$ cat src/rtl/rv32_alu_decode_stage.sv
// -----------------------------------------------------------------------------
// rv32_alu_decode_stage
//   Registered RV32I decode stage. It accepts an instruction and its PC over a
//   valid/ready handshake and decodes them into the ALU control bundle: alu_op,
//   funct3, funct7_bit5, operand selects, immediate, register indices and
//   side-effect enables. The bundle is held in a one-entry pipeline register and
//   presented to execute one cycle later over a second valid/ready handshake.
//
// Ports
//   clk, rst_n            clock (rising edge), asynchronous active-low reset
//   flush                 drops the held bundle and the incoming instruction
//   in_valid/in_ready     fetch-side handshake; in_instr, in_pc carry the payload
//   out_valid/out_ready   execute-side handshake
//   alu_op, funct3, funct7_bit5, a_sel, b_sel, imm, pc_out, rs1, rs2, rd,
//   reg_write, mem_read, mem_write, branch, jump, illegal   registered bundle
// -----------------------------------------------------------------------------
module rv32_alu_decode_stage #(
  parameter int unsigned XLEN           = 32,
  parameter bit          ILLEGAL_AS_NOP = 1'b1
) (
  input  logic            clk,
  input  logic            rst_n,
  input  logic            flush,
  input  logic            in_valid,
  output logic            in_ready,
  input  logic [31:0]     in_instr,
  input  logic [XLEN-1:0] in_pc,
  output logic            out_valid,
  input  logic            out_ready,
  output logic [3:0]      alu_op,
  output logic [2:0]      funct3,
  output logic            funct7_bit5,
  output logic [1:0]      a_sel,
  output logic [1:0]      b_sel,
  output logic [XLEN-1:0] imm,
  output logic [XLEN-1:0] pc_out,
  output logic [4:0]      rs1,
  output logic [4:0]      rs2,
  output logic [4:0]      rd,
  output logic            reg_write,
  output logic            mem_read,
  output logic            mem_write,
  output logic            branch,
  output logic            jump,
  output logic            illegal
);

  localparam int unsigned ALU_W = 4;
  localparam int unsigned REG_W = 5;
  localparam int unsigned SEL_W = 2;

  localparam logic [6:0] OPC_OP     = 7'b0110011;
  localparam logic [6:0] OPC_OP_IMM = 7'b0010011;
  localparam logic [6:0] OPC_LOAD   = 7'b0000011;
  localparam logic [6:0] OPC_STORE  = 7'b0100011;
  localparam logic [6:0] OPC_BRANCH = 7'b1100011;
  localparam logic [6:0] OPC_LUI    = 7'b0110111;
  localparam logic [6:0] OPC_AUIPC  = 7'b0010111;
  localparam logic [6:0] OPC_JAL    = 7'b1101111;
  localparam logic [6:0] OPC_JALR   = 7'b1100111;

  localparam logic [6:0] F7_BASE = 7'b0000000;
  localparam logic [6:0] F7_ALT  = 7'b0100000;

  localparam logic [ALU_W-1:0] ALU_ADD  = 4'b0000;
  localparam logic [ALU_W-1:0] ALU_SLT  = 4'b0010;
  localparam logic [ALU_W-1:0] ALU_SLTU = 4'b0011;

  localparam logic [SEL_W-1:0] A_RS1  = 2'b00;
  localparam logic [SEL_W-1:0] A_PC   = 2'b01;
  localparam logic [SEL_W-1:0] A_ZERO = 2'b10;
  localparam logic [SEL_W-1:0] B_RS2  = 2'b00;
  localparam logic [SEL_W-1:0] B_IMM  = 2'b01;
  localparam logic [SEL_W-1:0] B_FOUR = 2'b10;

  typedef struct packed {
    logic [ALU_W-1:0] alu_op;
    logic [2:0]       funct3;
    logic             funct7_bit5;
    logic [SEL_W-1:0] a_sel;
    logic [SEL_W-1:0] b_sel;
    logic [XLEN-1:0]  imm;
    logic [XLEN-1:0]  pc;
    logic [REG_W-1:0] rs1;
    logic [REG_W-1:0] rs2;
    logic [REG_W-1:0] rd;
    logic             reg_write;
    logic             mem_read;
    logic             mem_write;
    logic             branch;
    logic             jump;
    logic             illegal;
  } bundle_t;

  // Instruction fields
  logic [6:0]       opcode;
  logic [2:0]       f3;
  logic [6:0]       f7;
  logic [REG_W-1:0] rs1_f;
  logic [REG_W-1:0] rs2_f;
  logic [REG_W-1:0] rd_f;

  assign opcode = in_instr[6:0];
  assign rd_f   = in_instr[11:7];
  assign f3     = in_instr[14:12];
  assign rs1_f  = in_instr[19:15];
  assign rs2_f  = in_instr[24:20];
  assign f7     = in_instr[31:25];

  // Sign-extended immediates for each format; shift amounts are zero-extended
  logic [XLEN-1:0] imm_i, imm_s, imm_b, imm_u, imm_j, imm_sh;

  assign imm_i  = {{20{in_instr[31]}}, in_instr[31:20]};
  assign imm_s  = {{20{in_instr[31]}}, in_instr[31:25], in_instr[11:7]};
  assign imm_b  = {{19{in_instr[31]}}, in_instr[31], in_instr[7],
                   in_instr[30:25], in_instr[11:8], 1'b0};
  assign imm_u  = {in_instr[31:12], 12'b0};
  assign imm_j  = {{11{in_instr[31]}}, in_instr[31], in_instr[19:12],
                   in_instr[20], in_instr[30:21], 1'b0};
  assign imm_sh = XLEN'(in_instr[24:20]);

  bundle_t dec_d;
  bundle_t bundle_q;
  logic    instr_bad;
  logic    out_valid_d;
  logic    out_valid_q;
  logic    capture;

  // Combinational decode of the incoming instruction
  always_comb begin
    dec_d        = '0;
    instr_bad    = 1'b0;
    dec_d.funct3 = f3;
    dec_d.pc     = in_pc;

    case (opcode)
      OPC_OP: begin
        dec_d.a_sel       = A_RS1;
        dec_d.b_sel       = B_RS2;
        dec_d.rs1         = rs1_f;
        dec_d.rs2         = rs2_f;
        dec_d.rd          = rd_f;
        dec_d.reg_write   = 1'b1;
        dec_d.alu_op      = {1'b0, f3};
        dec_d.funct7_bit5 = in_instr[30];
        // Only SUB and SRA may use the alternate funct7
        if (!((f7 == F7_BASE) ||
              ((f7 == F7_ALT) && ((f3 == 3'b000) || (f3 == 3'b101))))) begin
          instr_bad = 1'b1;
        end
      end

      OPC_OP_IMM: begin
        dec_d.a_sel     = A_RS1;
        dec_d.b_sel     = B_IMM;
        dec_d.rs1       = rs1_f;
        dec_d.rd        = rd_f;
        dec_d.reg_write = 1'b1;
        dec_d.alu_op    = {1'b0, f3};
        dec_d.imm       = imm_i;
        if (f3 == 3'b001) begin
          dec_d.imm = imm_sh;
          if (f7 != F7_BASE) instr_bad = 1'b1;
        end else if (f3 == 3'b101) begin
          dec_d.imm         = imm_sh;
          dec_d.funct7_bit5 = in_instr[30];
          if ((f7 != F7_BASE) && (f7 != F7_ALT)) instr_bad = 1'b1;
        end
      end

      OPC_LOAD: begin
        dec_d.a_sel     = A_RS1;
        dec_d.b_sel     = B_IMM;
        dec_d.imm       = imm_i;
        dec_d.rs1       = rs1_f;
        dec_d.rd        = rd_f;
        dec_d.alu_op    = ALU_ADD;
        dec_d.mem_read  = 1'b1;
        dec_d.reg_write = 1'b1;
      end

      OPC_STORE: begin
        dec_d.a_sel     = A_RS1;
        dec_d.b_sel     = B_IMM;
        dec_d.imm       = imm_s;
        dec_d.rs1       = rs1_f;
        dec_d.rs2       = rs2_f;
        dec_d.alu_op    = ALU_ADD;
        dec_d.mem_write = 1'b1;
      end

      OPC_BRANCH: begin
        dec_d.a_sel  = A_RS1;
        dec_d.b_sel  = B_RS2;
        dec_d.imm    = imm_b;
        dec_d.rs1    = rs1_f;
        dec_d.rs2    = rs2_f;
        dec_d.branch = 1'b1;
        // Equality compares via subtract; ordering compares via SLT/SLTU
        case (f3[2:1])
          2'b00: begin
            dec_d.alu_op      = ALU_ADD;
            dec_d.funct7_bit5 = 1'b1;
          end
          2'b10:   dec_d.alu_op = ALU_SLT;
          2'b11:   dec_d.alu_op = ALU_SLTU;
          default: instr_bad = 1'b1;
        endcase
      end

      OPC_LUI: begin
        dec_d.a_sel     = A_ZERO;
        dec_d.b_sel     = B_IMM;
        dec_d.imm       = imm_u;
        dec_d.rd        = rd_f;
        dec_d.alu_op    = ALU_ADD;
        dec_d.reg_write = 1'b1;
      end

      OPC_AUIPC: begin
        dec_d.a_sel     = A_PC;
        dec_d.b_sel     = B_IMM;
        dec_d.imm       = imm_u;
        dec_d.rd        = rd_f;
        dec_d.alu_op    = ALU_ADD;
        dec_d.reg_write = 1'b1;
      end

      // Jumps compute the link address PC+4; the target uses imm
      OPC_JAL: begin
        dec_d.a_sel     = A_PC;
        dec_d.b_sel     = B_FOUR;
        dec_d.imm       = imm_j;
        dec_d.rd        = rd_f;
        dec_d.alu_op    = ALU_ADD;
        dec_d.jump      = 1'b1;
        dec_d.reg_write = 1'b1;
      end

      OPC_JALR: begin
        dec_d.a_sel     = A_PC;
        dec_d.b_sel     = B_FOUR;
        dec_d.imm       = imm_i;
        dec_d.rs1       = rs1_f;
        dec_d.rd        = rd_f;
        dec_d.alu_op    = ALU_ADD;
        dec_d.jump      = 1'b1;
        dec_d.reg_write = 1'b1;
        if (f3 != 3'b000) instr_bad = 1'b1;
      end

      default: instr_bad = 1'b1;
    endcase

    // Illegal instructions become an inert bundle flagged illegal
    if (instr_bad) begin
      dec_d         = '0;
      dec_d.illegal = 1'b1;
      dec_d.funct3  = f3;
      dec_d.pc      = in_pc;
    end

    // Writes to x0 are discarded
    if (dec_d.rd == '0) dec_d.reg_write = 1'b0;
  end

  assign in_ready = !out_valid_q || out_ready;
  assign capture  = in_valid && in_ready && !flush &&
                    (ILLEGAL_AS_NOP || !dec_d.illegal);

  // Pipeline register occupancy; flush has priority over a capture
  always_comb begin
    out_valid_d = out_valid_q;
    if (flush) begin
      out_valid_d = 1'b0;
    end else if (capture) begin
      out_valid_d = 1'b1;
    end else if (out_ready) begin
      out_valid_d = 1'b0;
    end
  end

  always_ff @(posedge clk or negedge rst_n) begin
    if (!rst_n) begin
      out_valid_q <= 1'b0;
      bundle_q    <= '0;
    end else begin
      out_valid_q <= out_valid_d;
      if (capture) bundle_q <= dec_d;
    end
  end

  assign out_valid   = out_valid_q;
  assign alu_op      = bundle_q.alu_op;
  assign funct3      = bundle_q.funct3;
  assign funct7_bit5 = bundle_q.funct7_bit5;
  assign a_sel       = bundle_q.a_sel;
  assign b_sel       = bundle_q.b_sel;
  assign imm         = bundle_q.imm;
  assign pc_out      = bundle_q.pc;
  assign rs1         = bundle_q.rs1;
  assign rs2         = bundle_q.rs2;
  assign rd          = bundle_q.rd;
  assign reg_write   = bundle_q.reg_write;
  assign mem_read    = bundle_q.mem_read;
  assign mem_write   = bundle_q.mem_write;
  assign branch      = bundle_q.branch;
  assign jump        = bundle_q.jump;
  assign illegal     = bundle_q.illegal;

endmodule

$ cat config.mk
export PLATFORM = sky130hd
export DESIGN_NAME = rv32_alu_decode_stage
export DESIGN_NICKNAME = d
export VERILOG_FILES = /design/src/rtl/rv32_alu_decode_stage.sv
export SDC_FILE = /design/constraint.sdc
export NUM_CORES = 1
export LEC_CHECK = 0
export ABC_CLOCK_PERIOD_IN_PS = 1500
export CAP_MARGIN = 0
export CORE_MARGIN = 2
export CORE_UTILIZATION = 56
export CTS_CLUSTER_SIZE = 16
export DETAILED_ROUTE_END_ITERATION = 7
export DONT_BUFFER_PORTS = 1
export PLACE_DENSITY = 0.74
export SKIP_CTS_REPAIR_TIMING = 1
export SLEW_MARGIN = 20
export SYNTH_ARGS = -nofsm -noshare
export SYNTH_HDL_FRONTEND = slang
export SYNTH_SLANG_ARGS = --single-unit
$ cat constraint.sdc
create_clock -name clk -period 1.5 [get_ports clk]
set_input_delay 0.3 -clock clk [delete_from_list [all_inputs] [get_ports clk]]
set_output_delay 0.3 -clock clk [all_outputs]
set_load 0.01 [all_outputs]
==> results of run 1 <==
-- through the flow --
step	std cells	setup TNS, ps	util
after floorplan	358	-28310	-
after global placement	458	-34190	0.608
after detailed placement	458	-37290	0.608
after CTS	473	-14390	0.637
after global routing	476	-12010	0.659
final	476	-8560	0.659
-- placed cells by master (no fill, tap or decap), types with 3 or more instances in the layout --
cell,instances
a32oi_1,3
nor2_1,11
nand2_1,32
buf_12,3
o21ai_0,10
clkbuf_8,9
a21oi_1,25
buf_4,27
a32o_1,22
o21ai_2,19
nand2b_1,5
and2_1,3
nor2b_1,3
dfrtp_1,96
nand3_1,3
nor4_1,3
mux2_2,34
inv_1,3
a22o_1,7
o21ai_1,10
a22oi_1,6
-- layout make-up --
type / count / area (sq um)
clock buffer: 10 / 128
clock inverter: 5 / 81.3
fill: 572 / 2460
inverter: 3 / 11.3
multi-input combinational: 229 / 1680
sequential: 96 / 2400
tap: 99 / 124
timing repair buffer: 34 / 325
-- cells by family (layout without fill, tap and decap cells) --
logic type / after synthesis / after routing / synth area share
AO/OA/AOI/OAI: 117 / 117 / 0.193
XOR/XNOR: 1 / 1 / 0.00211
buffers and inverters: 33 / 52 / 0.0409
flip-flops: 96 / 96 / 0.578
multiplexers: 34 / 34 / 0.0921
other: 1 / 1 / 0.000902
AND/OR/NAND/NOR: 76 / 76 / 0.0936
-- flip-flops by register name, summed over array words and instances (netlist names), 2 cells and up --
name / flops
imm: 32
b_sel: 2
funct3: 3
rs1: 5
rd: 5
alu_op: 3
pc_out: 32
a_sel: 2
rs2: 5
-- path summary, 6_finish.rpt --
kind / startpoint / to / slack [ps] / cells after the start
max in group asynchronous: rst_n / imm[8] / 1740 / 0
min in group clk: flush / out_valid / 0 / 1
min: rst_n / pc_out[31] / -370 / 0
max reg2reg: out_valid / b_sel[0] / -150 / 6
max: in_instr[27] / b_sel[0] / -210 / 6
min reg2reg: imm[18] / imm[18] / 570 / 2
-- worst max-delay path: stages --
cell and delay (ps):
or4_4 520, a2111o_1 340, a311oi_4 290, and2_4 220, buf_12 150, a32o_1 180
-- per-layer routing --
| layer | up-vias | part of all wire | track usage |
|---|---|---|---|
| li1 | 1348 | - | - |
| met1 | 1550 | 0.38 | 0.316 |
| met2 | 142 | 0.51 | 0.415 |
| met3 | 15 | 0.093 | 0.0939 |
| met4 | 0 | 0.014 | 0.0795 |
| met5 | - | 0 | 0 |
-- power groups by stage --
stage / registers (uW) / clock network (uW) / logic [uW]
5_1_grt: 3040 / 1940 / 518
4_1_cts: 3030 / 1820 / 435
3_5_place_dp: 3080 / 0 / 434
6_report: 3020 / 1810 / 472
3_3_place_gp: 3060 / 0 / 415
2_1_floorplan: 3030 / 0 / 367
==> metrics.cfg, run 1 <==
[timing]
tightest_slew_ps = 509
period_needed_ps = 1710
hold_ws_ps = -373
skew_ps = 9.16
finalCritPeriodShare = 1.14
max-slew-margin-rel = 0.658
rsz0062_at_grt = yes
fmax_ghz = 0.586
setup_ws_ps = -205
maxSlewViolCount = 0
setup_viol = 59
hold_viol = 97

[floorplanning]
core.rowCount = 31
start_util = 0.576
ios = 168
coreArea_sq_um = 7210
fp.dieW_um = 90.2
fp.dieH_um = 90.2
dieArea_sq_um = 8130

[setup_path]
path_class = in2reg
critPathCaptureType = flip-flop
start_kind = primary input
critical_path_arrival_ps = 2000
cp.required_ps = 1800
cp_max_fo = 19

[yosys]
synthArstFlopShare = 1.00
ys_seq_elements = 96
netlist.area_leader.share = 0.578
synth.distinct_cells = 48
synth_flop_cell = dfrtp_1
synth_seq_area_share = 0.578
synth_largest_area_cell = dfrtp_1
yosysWarnings = 0
yosysMostFrequentCell = dfrtp_1
syn_nets = 427
syn-cell-area_sq_um = 4160
avgSynthCellArea_sq_um = 11.6
synth_area_leaders = dfrtp_1 (58%), mux2_2 (9.2%), a32o_1 (5.3%), o21ai_0 (3.5%), a21oi_1 (3.1%)
synthTopCellsByCount = dfrtp_1 (96), mux2_2 (34), nand2_1 (33), o21ai_0 (29), a21oi_1 (26)
synth_edf_count = 0
syn_inst = 358

[outcome]
outcome = complete, but fails checks
violations = hold timing, setup timing

[pwr]
finalPower_uw = 5300
seqPwrFrac = 0.570
switchingPower_uw = 1320
p_clk_frac = 0.341
switching_share = 0.249
peakVddDrop_uv = 588
power_density_nw_per_um2 = 1120
internal_power_uw = 3980
p_comb_frac = 0.089
p_leak_uw = 0.00205

[cts]
numCtsBuffers = 9
tritoncts = yes
htree_levels = 3
clk_path_buf_depth = 2
cts_root_buf = clkbuf_8
clock_latency_ps = 360
clock_sinks = 96
clk_pin_slew_worst_paths_ps = 90

[hold_path]
hold_path.class = in2async

[place]
portBuffers = 0
gp_congestion = 0.826
place_area_sq_um = 4390
hpwl_mm = 7.49
place_ws_ps = -658

[detailed_routing]
drtAntennaViolNets = 0
routed_via_density = 6.42
drc = 0
vias = 3055
initialDrtViolationCount = 158
wl_mm = 10.4
dr.pass1.iters = 4
routedWlPerCell_um = 21.9

[final_layout]
antennaDiodeCount = 0
drive_above_1_share = 0.289
fin_area_sq_um = 4750
areaGrowthSynthToFinish_pct = 14.3
nets = 442

[global_routing]
grt_pass1_vias = 2974
grt-ovfl-total = 0
grt_pass1_wl_mm = 16.2
track_usage = 0.254
grt_antenna_before_repair = 0
grt_start_max_net_pins = 97

[job]
drv_cap = 0

(Power assumes the default switching activity.)
==> run 2: changes to the inputs <==
Settings changed: GPL_ROUTABILITY_DRIVEN from default to 0.
==> results of run 2 <==
Same layout as run 1: the final DEF is identical, and so are final timing and power.
